**config.mk**
```make
export PLATFORM = sky130hd
export DESIGN_NAME = load_store_unit_flat
export DESIGN_NICKNAME = d
export VERILOG_FILES = /design/src/rtl/load_store_unit_pkg.sv /design/src/rtl/load_store_unit_if.sv /design/src/rtl/load_store_unit_lane_mux.sv /design/src/rtl/load_store_unit.sv /design/src/flat_wrapper.sv
export SDC_FILE = /design/constraint.sdc
export NUM_CORES = 1
export LEC_CHECK = 0
export ABC_CLOCK_PERIOD_IN_PS = 9100
export CAP_MARGIN = 20
export CORE_ASPECT_RATIO = 2
export CORE_MARGIN = 5
export CORE_UTILIZATION = 40
export CTS_CLUSTER_DIAMETER = 100
export CTS_CLUSTER_SIZE = 10
export DETAILED_ROUTE_END_ITERATION = 12
export PLACE_DENSITY = 0.65
export SLEW_MARGIN = 20
export SYNTH_ARGS = -nofsm -noshare
export SYNTH_HDL_FRONTEND = slang
export SYNTH_HIERARCHICAL = 1
export SYNTH_SLANG_ARGS = --single-unit
```
**constraint.sdc**
```tcl
create_clock -name clock -period 9.1 [get_ports clock]
set_clock_uncertainty 0.15 [all_clocks]
set_input_delay 2.275 -clock clock [delete_from_list [all_inputs] [get_ports clock]]
set_output_delay 2.275 -clock clock [all_outputs]
set_load 0.02 [all_outputs]
```
**src/rtl/load_store_unit_pkg.sv**
```systemverilog
// Shared encodings for the load/store unit: access sizes, FSM states and the
// request legality check.
package load_store_unit_pkg;

  typedef enum logic [1:0] {
    SZ_BYTE = 2'b00,
    SZ_HALF = 2'b01,
    SZ_WORD = 2'b10,
    SZ_ILL  = 2'b11
  } size_e;

  typedef enum logic [1:0] {
    ST_IDLE = 2'b00,
    ST_RD   = 2'b01,
    ST_WR   = 2'b10,
    ST_DONE = 2'b11
  } state_e;

  // Misalignment, the reserved size code and out-of-range words all fail.
  function automatic logic access_err(input logic [1:0] size,
                                      input logic [31:0] addr,
                                      input logic [31:0] mem_words);
    logic bad;
    bad = 1'b0;
    if (size == SZ_ILL) bad = 1'b1;
    if ((size == SZ_HALF) && addr[0]) bad = 1'b1;
    if ((size == SZ_WORD) && (addr[1:0] != 2'b00)) bad = 1'b1;
    if ({2'b00, addr[31:2]} >= mem_words) bad = 1'b1;
    return bad;
  endfunction

endpackage

```
**src/rtl/load_store_unit_if.sv**
```systemverilog
// Datapath request/response signals plus the data-memory bus of the LSU.
interface load_store_unit_if;

  logic        req;
  logic        we;
  logic [1:0]  size;
  logic        sign_ext;
  logic [31:0] addr;
  logic [31:0] wdata;
  logic        busy;
  logic        done;
  logic        err;
  logic [31:0] rdata;
  logic [31:0] MemAddress;
  logic [31:0] MemWriteData;
  logic        MemWrite;
  logic        MemRead;
  logic [31:0] MemReadData;

  modport slave (
    input  req, we, size, sign_ext, addr, wdata, MemReadData,
    output busy, done, err, rdata, MemAddress, MemWriteData, MemWrite, MemRead
  );

  modport master (
    output req, we, size, sign_ext, addr, wdata, MemReadData,
    input  busy, done, err, rdata, MemAddress, MemWriteData, MemWrite, MemRead
  );

endinterface

```
**src/rtl/load_store_unit_lane_mux.sv**
```systemverilog
// Sub-word lane handling: extract/extend a loaded lane and merge store data
// into a fetched word (little-endian lanes).
import load_store_unit_pkg::*;

module lsu_lane_mux (
  input  logic [31:0] word,
  input  logic [1:0]  addr_lo,
  input  logic [1:0]  size,
  input  logic        sign_ext,
  input  logic [31:0] wdata,
  output logic [31:0] load_data,
  output logic [31:0] store_word
);

  logic [7:0]  byte_sel;
  logic [15:0] half_sel;

  always_comb begin
    byte_sel = word[{addr_lo, 3'b000} +: 8];
    half_sel = addr_lo[1] ? word[31:16] : word[15:0];

    case (size)
      SZ_BYTE: load_data = {{24{sign_ext & byte_sel[7]}}, byte_sel};
      SZ_HALF: load_data = {{16{sign_ext & half_sel[15]}}, half_sel};
      default: load_data = word;
    endcase

    store_word = word;
    case (size)
      SZ_BYTE: store_word[{addr_lo, 3'b000} +: 8] = wdata[7:0];
      SZ_HALF: begin
        if (addr_lo[1]) store_word[31:16] = wdata[15:0];
        else            store_word[15:0]  = wdata[15:0];
      end
      default: store_word = wdata;
    endcase
  end

endmodule

```
**src/rtl/load_store_unit.sv**
```systemverilog
// Load/store initiator: one request at a time, sequenced as RD and/or WR
// memory cycles; sub-word stores use read-modify-write.
import load_store_unit_pkg::*;

module load_store_unit #(
  parameter int unsigned MEM_WORDS = 1024
) (
  input  logic              clock,
  input  logic              reset,
  load_store_unit_if.slave  bus
);

  state_e      state_q, state_d;
  logic        we_q, we_d;
  logic [1:0]  size_q, size_d;
  logic        sign_q, sign_d;
  logic [31:0] addr_q, addr_d;
  logic [31:0] wdata_q, wdata_d;
  logic [31:0] word_q, word_d;
  logic [31:0] rdata_q, rdata_d;
  logic        err_q, err_d;

  logic        req_err;
  logic [31:0] lane_word;
  logic [31:0] load_data;
  logic [31:0] store_word;

  assign req_err = access_err(bus.size, bus.addr, 32'(MEM_WORDS));

  // Loads extract straight from the bus in RD so rdata is ready with done.
  assign lane_word = (state_q == ST_RD) ? bus.MemReadData : word_q;

  lsu_lane_mux u_lane_mux (
    .word       (lane_word),
    .addr_lo    (addr_q[1:0]),
    .size       (size_q),
    .sign_ext   (sign_q),
    .wdata      (wdata_q),
    .load_data  (load_data),
    .store_word (store_word)
  );

  always_ff @(posedge clock or posedge reset) begin
    if (reset) state_q <= ST_IDLE;
    else       state_q <= state_d;
  end

  always_comb begin
    state_d = state_q;
    case (state_q)
      ST_IDLE: begin
        if (bus.req) begin
          if (req_err)                 state_d = ST_DONE;
          else if (!bus.we)            state_d = ST_RD;
          else if (bus.size == SZ_WORD) state_d = ST_WR;
          else                         state_d = ST_RD;
        end
      end
      ST_RD:   state_d = we_q ? ST_WR : ST_DONE;
      ST_WR:   state_d = ST_DONE;
      ST_DONE: state_d = ST_IDLE;
      default: state_d = ST_IDLE;
    endcase
  end

  always_comb begin
    bus.busy         = (state_q != ST_IDLE);
    bus.done         = (state_q == ST_DONE);
    bus.err          = (state_q == ST_DONE) && err_q;
    bus.rdata        = rdata_q;
    bus.MemAddress   = {addr_q[31:2], 2'b00};
    bus.MemRead      = (state_q == ST_RD);
    bus.MemWrite     = (state_q == ST_WR);
    bus.MemWriteData = (state_q == ST_WR) ? store_word : 32'h0;
  end

  always_comb begin
    we_d    = we_q;
    size_d  = size_q;
    sign_d  = sign_q;
    addr_d  = addr_q;
    wdata_d = wdata_q;
    word_d  = word_q;
    rdata_d = rdata_q;
    err_d   = err_q;
    if ((state_q == ST_IDLE) && bus.req) begin
      we_d    = bus.we;
      size_d  = bus.size;
      sign_d  = bus.sign_ext;
      addr_d  = bus.addr;
      wdata_d = bus.wdata;
      err_d   = req_err;
    end
    if (state_q == ST_RD) begin
      word_d = bus.MemReadData;
      if (!we_q) rdata_d = load_data;
    end
  end

  always_ff @(posedge clock or posedge reset) begin
    if (reset) begin
      we_q    <= 1'b0;
      size_q  <= 2'b00;
      sign_q  <= 1'b0;
      addr_q  <= 32'h0;
      wdata_q <= 32'h0;
      word_q  <= 32'h0;
      rdata_q <= 32'h0;
      err_q   <= 1'b0;
    end else begin
      we_q    <= we_d;
      size_q  <= size_d;
      sign_q  <= sign_d;
      addr_q  <= addr_d;
      wdata_q <= wdata_d;
      word_q  <= word_d;
      rdata_q <= rdata_d;
      err_q   <= err_d;
    end
  end

endmodule

```
**src/flat_wrapper.sv**
```systemverilog
// flat-port wrapper written by rule: the top's interface ports become plain ports
module load_store_unit_flat 
#(
  parameter int unsigned MEM_WORDS = 1024
)
  (clock, reset, bus_req, bus_we, bus_size, bus_sign_ext, bus_addr, bus_wdata, bus_MemReadData, bus_busy, bus_done, bus_err, bus_rdata, bus_MemAddress, bus_MemWriteData, bus_MemWrite, bus_MemRead);
  load_store_unit_if bus_i ();
  input  logic clock;
  input  logic reset;
  input wire logic [$bits(bus_i.req)-1:0] bus_req;
  input wire logic [$bits(bus_i.we)-1:0] bus_we;
  input wire logic [$bits(bus_i.size)-1:0] bus_size;
  input wire logic [$bits(bus_i.sign_ext)-1:0] bus_sign_ext;
  input wire logic [$bits(bus_i.addr)-1:0] bus_addr;
  input wire logic [$bits(bus_i.wdata)-1:0] bus_wdata;
  input wire logic [$bits(bus_i.MemReadData)-1:0] bus_MemReadData;
  output wire logic [$bits(bus_i.busy)-1:0] bus_busy;
  output wire logic [$bits(bus_i.done)-1:0] bus_done;
  output wire logic [$bits(bus_i.err)-1:0] bus_err;
  output wire logic [$bits(bus_i.rdata)-1:0] bus_rdata;
  output wire logic [$bits(bus_i.MemAddress)-1:0] bus_MemAddress;
  output wire logic [$bits(bus_i.MemWriteData)-1:0] bus_MemWriteData;
  output wire logic [$bits(bus_i.MemWrite)-1:0] bus_MemWrite;
  output wire logic [$bits(bus_i.MemRead)-1:0] bus_MemRead;
  assign bus_i.req = bus_req;
  assign bus_i.we = bus_we;
  assign bus_i.size = bus_size;
  assign bus_i.sign_ext = bus_sign_ext;
  assign bus_i.addr = bus_addr;
  assign bus_i.wdata = bus_wdata;
  assign bus_i.MemReadData = bus_MemReadData;
  assign bus_busy = bus_i.busy;
  assign bus_done = bus_i.done;
  assign bus_err = bus_i.err;
  assign bus_rdata = bus_i.rdata;
  assign bus_MemAddress = bus_i.MemAddress;
  assign bus_MemWriteData = bus_i.MemWriteData;
  assign bus_MemWrite = bus_i.MemWrite;
  assign bus_MemRead = bus_i.MemRead;
  load_store_unit #(.MEM_WORDS(MEM_WORDS)) u_core (.clock(clock), .reset(reset), .bus(bus_i));
endmodule
```
### Word-level counts from Yosys, hierarchy flattened

Cells that the tools add are included.

| word-level totals | value |
|---|---|
| input bits | 103 |
| word-level logic and storage cells | 52 |
| register bits | 135 |

| operators by class | value |
|---|---|
| bitwise gates (word level) | 3 |
| order comparisons | 1 |
| reduce and logical (&&, ||, !) cells | 9 |
| equality and inequality tests | 8 |
| shifts and indexed selects | 3 |
| multiplexer cells | 18 |
| add/subtract/negate cells | 1 |

Operator list:

| kind | count |
|---|---|
| one-hot mux 32 bit (2 select lines) | 2 |
| 2-to-1 mux 32 bit | 2 |
| 2-to-1 mux 16 bit | 3 |
| bitwise mux 32 bit | 1 |
| variable shift 8 x 7 -> 32 bit (first input constant) | 1 |
| indexed part select 32 x 6 -> 8 bit | 1 |
| indexed part select 8 x 7 -> 32 bit | 1 |
| >= comparator 30 x 11 -> 1 bit (second input constant) | 1 |
| == test 2 bit (second input constant) | 4 |
| 2-to-1 mux 2 bit | 4 |
| one-hot mux 2 bit (4 select lines) | 1 |
| negator 5 -> 7 bit | 1 |
| == test 2 x 1 -> 1 bit (second input constant) | 3 |
| 2-to-1 mux 1 bit | 5 |
| logical AND 1 bit | 4 |
| zero test 2 bit | 2 |
| nonzero test 2 bit | 2 |
| bitwise AND 1 bit | 2 |
| inequality test 2 bit (second input constant) | 1 |
| AND reduction 2 bit | 1 |
| NOT 1 bit | 1 |

### Longest topological paths before layout

| logic depth | value |
|---|---|
| word-level depth | 8 |
| depth in mapped cells | 11 |
| depth with buffers taken out | 8 |

### Cells and area by module

The synthesis kept the hierarchy.

By module, submodules not included:

| module | area an instance (µm²) | instances | cells each |
|---|---|---|---|
| load_store_unit | 5,769.3 | 1 | 385 |
| lsu_lane_mux | 1,815.5 | 1 | 276 |

### Worst setup path after synthesis

No wires, ideal clock.

| timing path | value |
|---|---|
| path kind | input port to output port |
| start point | in bus_MemReadData[7] |
| end point | out bus_MemWriteData[7] |
| slack | 3,415 ps |
| required time | 6,675 ps |
| buffers on the path | 0 |
| stages on the path | 5 |
| data arrival time | 3,260 ps |
| cells stage by stage | mux2_2 > a22o_1 > a22o_1 > a21o_1 > and2_1 |

| between the ends | value |
|---|---|
| longest elaborated chain between the ends | 4 |
| elaborated cells between the ends (all ways) | 5 |
| classes of those cells | mux: 5 |

Ends and longest elaborated chain:

| what | line | source |
|---|---|---|
| start: declaration | flat_wrapper.sv:16 | `input wire logic [$bits(bus_i.MemReadData)-1:0] bus_MemReadData;` |
| 2-to-1 mux 32 bit (*) | load_store_unit.sv:31 | `assign lane_word = (state_q == ST_RD) ? bus.MemReadData : word_q;` |
| 2-to-1 mux 16 bit / bitwise mux 32 bit (equally long branches) | load_store_unit_lane_mux.sv:32, load_store_unit_lane_mux.sv:30 |  |
| one-hot mux 32 bit (2 select lines) (*) | load_store_unit_lane_mux.sv:29 | `case (size)` |
| net u_core.store_word[7] | load_store_unit.sv:26 | `logic [31:0] store_word;` |
| 2-to-1 mux 32 bit (*) | load_store_unit.sv:74 | `bus.MemWriteData = (state_q == ST_WR) ? store_word : 32'h0;` |
| end: declaration | flat_wrapper.sv:22 | `output wire logic [$bits(bus_i.MemWriteData)-1:0] bus_MemWriteData;` |

Mark *: on every way through the listed nets, which the timed path passes. The rest lies on a longest branch.

### Worst setup path in the final report

| timing path | value |
|---|---|
| start point | in bus_MemReadData[20] |
| end point | out bus_MemWriteData[20] |

| between the ends | value |
|---|---|
| longest elaborated chain between the ends | 4 |
| elaborated cells between the ends (all ways) | 5 |
| classes of those cells | mux: 5 |

Ends and longest elaborated chain:

| what | line | source |
|---|---|---|
| 2-to-1 mux 32 bit (*) | load_store_unit.sv:31 |  |
| net u_core.lane_word[20] | load_store_unit.sv:24 | `logic [31:0] lane_word;` |
| 2-to-1 mux 16 bit / bitwise mux 32 bit (equally long branches) | load_store_unit_lane_mux.sv:32, load_store_unit_lane_mux.sv:30 |  |
| one-hot mux 32 bit (2 select lines) (*) | load_store_unit_lane_mux.sv:29 |  |
| net u_core.store_word[20] | load_store_unit.sv:26 |  |
| 2-to-1 mux 32 bit (*) | load_store_unit.sv:74 |  |

Marked as above.

==> results by group <==
Run status
  – Outcome: finished, final reports clean

Worst setup path
  – Crit path max fanout: 5
  – Cells on worst reg2reg path: 9
  – CP startpoint kind: input port
  – Flop2flop setup slack: 5.93 ns
  – Critical Path AT: 4.42 ns
  – Reg2reg end: u_core/bus.rdata[19]
  – RR Startpoint: u_core/state_q[1]
  – Setup CP Type: input port to primary output
  – Worst Path Required: ~6.7 ns
  – Worst Setup End Kind: primary output

Detailed routing
  – Pre-antenna DRT Iters: 7
  – DRT iter0 DRCs: 343
  – Avg Vias per Cell: 5.50
  – Via count: about 6000
  – DRT Wirelength: 24400 um
  – Drt wl/cell: 22.6 um
  – DRC viols: 0
  – ANT nets after route: 0

Cells and area
  – Layout cell share with drive strength beyond 1: 23.6%
  – Ant diodes: 0
  – Layout Nets: 926
  – Area grow syn2layout: 33.2%
  – Commonest non-fill, non-tap cells in the layout: clkdlybuf4s50_1 (201), dfrtp_1 (134), mux2_2 (105)
  – Most common library cell in the layout ignoring fill and taps: clkdlybuf4s50_1

Worst hold path
  – Hold Path Class: register to register
  – Worst Hold Launch: u_core/err_q
  – Hold depth: 2
  – Hold EP: u_core/err_q

CTS
  – Clock Tree Buf Depth: 2
  – Clock slew at reported path FFs: 0.06 ns
  – CTS Buf Count: 17
  – Resized cells post-CTS: 0
  – Post-CTS Setup Inserts: 0
  – H-tree levels: 4
  – Clk sinks: about 140
  – Root Driver: clkbuf_16
  – Post-CTS Hold Fix Bufs: 0
  – Worst-Skew Late Latency: roughly 0.43 ns
  – CTS tree: done

Floorplanning
  – Die W: roughly 110 um
  – Area of the die: 22000 um2
  – IO Count: 204
  – Core box area: 18700 um2
  – Initial Util: 40.5%
  – DIE HEIGHT: a little over 200 um
  – Placement Rows: 71

GRT
  – First-pass GRT wire length: 37200 um
  – Vias in the first global route: 6454
  – Initial antenna violation count: 0
  – GRT Residual Overflow: 0
  – Pin count of the biggest net entering global routing: ~70
  – GR Util All Layers: 22.5%

Timing
  – Final min period: ~7 ns
  – Max_slew headroom: 31.5%
  – Fin Hold WS: 0.330 ns
  – Setup TNS: 0 ns
  – Period utilisation layout: 75.2%
  – Final Max Slew Viols: 0
  – Final setup vio count: 0
  – RSZ-0062 raised after global routing: false
  – Slew @ Worst Pin: just over 1 ns
  – Peak Freq: about 0.15 GHz
  – Final hold vios: 0

Placed design
  – RePlAce Congestion: 0.939
  – Hpwl dp: around 19000 um
  – Number of port buffers: 201

Power and ir drop
  – Pwr/cell area: 428 nW/um2
  – Lkg Pwr: ~4.2 nW
  – VDD IR max: 0.177 mV

Logic synthesis
  – Number of library cell types mapped by synthesis: 52
  – Mapped Cells: between 600 and 700
  – Top FF cell, synth: dfrtp_1
  – EDFF count, synth: 0
  – Synth Area per Inst: between 10 and 15 um2
  – Ys async rst share: 100%
  – Sequential share of the synthesized area: between 40% and 50%
  – YS warnings: 6
  – Mapped Area: 7580 um2
  – Flop and latch count out of synthesis: 135

Job
  – Maxcap violations: 0
[synth_stat cells (15+ instances only)]
cell type	count	share of area, %
a21oi_1	15	0.99
mux2_4	29	5.7
mux2_2	105	16
clkbuf_1	19	0.94
o21ai_0	31	2.0
nand2_1	59	2.9
a22oi_1	15	1.5
buf_4	32	3.2
mux2i_1	18	2.4
dfrtp_1	135	45
and2_1	34	2.8
[state kept, by name (all words and copies together), names as in the netlist]
name and cells:
u_core/addr_q 32, u_core/bus.rdata 32, u_core/err_q 1, u_core/sign_q 1, u_core/size_q 2, u_core/state_q 2
u_core/wdata_q 32, u_core/we_q 1, u_core/word_q 32
[worst max-delay path: stages]
cell             delay, ns
clkdlybuf4s50_1       0.49
mux2_2                0.36
nor3b_1               0.15
a221oi_1              0.24
o21ai_0               0.12
and2_1                0.22
clkdlybuf4s50_1       0.55
[metal layers]
| metal | vias up | GRT usage (%) | part of all wire [%] |
|---|---|---|---|
| li1 | 2659 | - | - |
| met1 | 2947 | 21.4 | 32 |
| met2 | 273 | 42.2 | 55 |
| met3 | 71 | 6.21 | 7.0 |
| met4 | 0 | 12.7 | 5.9 |
| met5 | - | 0 | 0 |
[stage by stage]
step | setup slack, ns | power (mW) | util [%] | instances | area, um2
finish | 2.26 | 4.32 | 53.9 | 1081 | 10100
global route | 2.16 | 4.56 | 53.9 | 1081 | 10100
CTS | 2.29 | 4.33 | 53.9 | 1081 | 10100
detailed placement | 2.30 | 3.61 | 50.7 | 1049 | 9490
global placement | 2.31 | 3.55 | 50.6 | 1049 | 9490
floorplan | 3.06 | 2.80 | - | 662 | 7590
[power by group]
group | internal, mW | switching (mW)
combinational | 1.17 | 1.31
sequential | 0.898 | 0.236
clock | 0.433 | 0.273
[final cells by class]
class | count | area, um2
fillers | 1629 | 8640
clock inverters | 14 | 176
well taps | 255 | 319
repair buffers | 207 | 2060
flip-flops and latches | 135 | 3380
multi-input cells | 441 | 3690
clock buffers | 18 | 429
inverters | 11 | 43.8
[how the worst max path moves through the flow]
stage                              from                   end  cells after the start
floorplan                         reset      u_core/addr_q[0]                      1
global placement    bus_MemReadData[23]  bus_MemWriteData[23]                      7
detailed placement  bus_MemReadData[20]  bus_MemWriteData[20]                      7
CTS                 bus_MemReadData[20]  bus_MemWriteData[20]                      7
global route        bus_MemReadData[23]  bus_MemWriteData[23]                      7
finish              bus_MemReadData[20]  bus_MemWriteData[20]                      7
[kinds of logic after synthesis]
kind of cell / after synthesis / synth area share (%)
muxes: 152 / 23.7
and+or+nand+nor: 150 / 10.7
DFF: 135 / 44.5
AOI/OAI and AO/OA: 127 / 12.5
buffers and inverters: 86 / 6.86
adders and majority gates: 10 / 1.65
other: 1 / 0.0494
No activity file was read; power rests on OpenSTA's default activity.
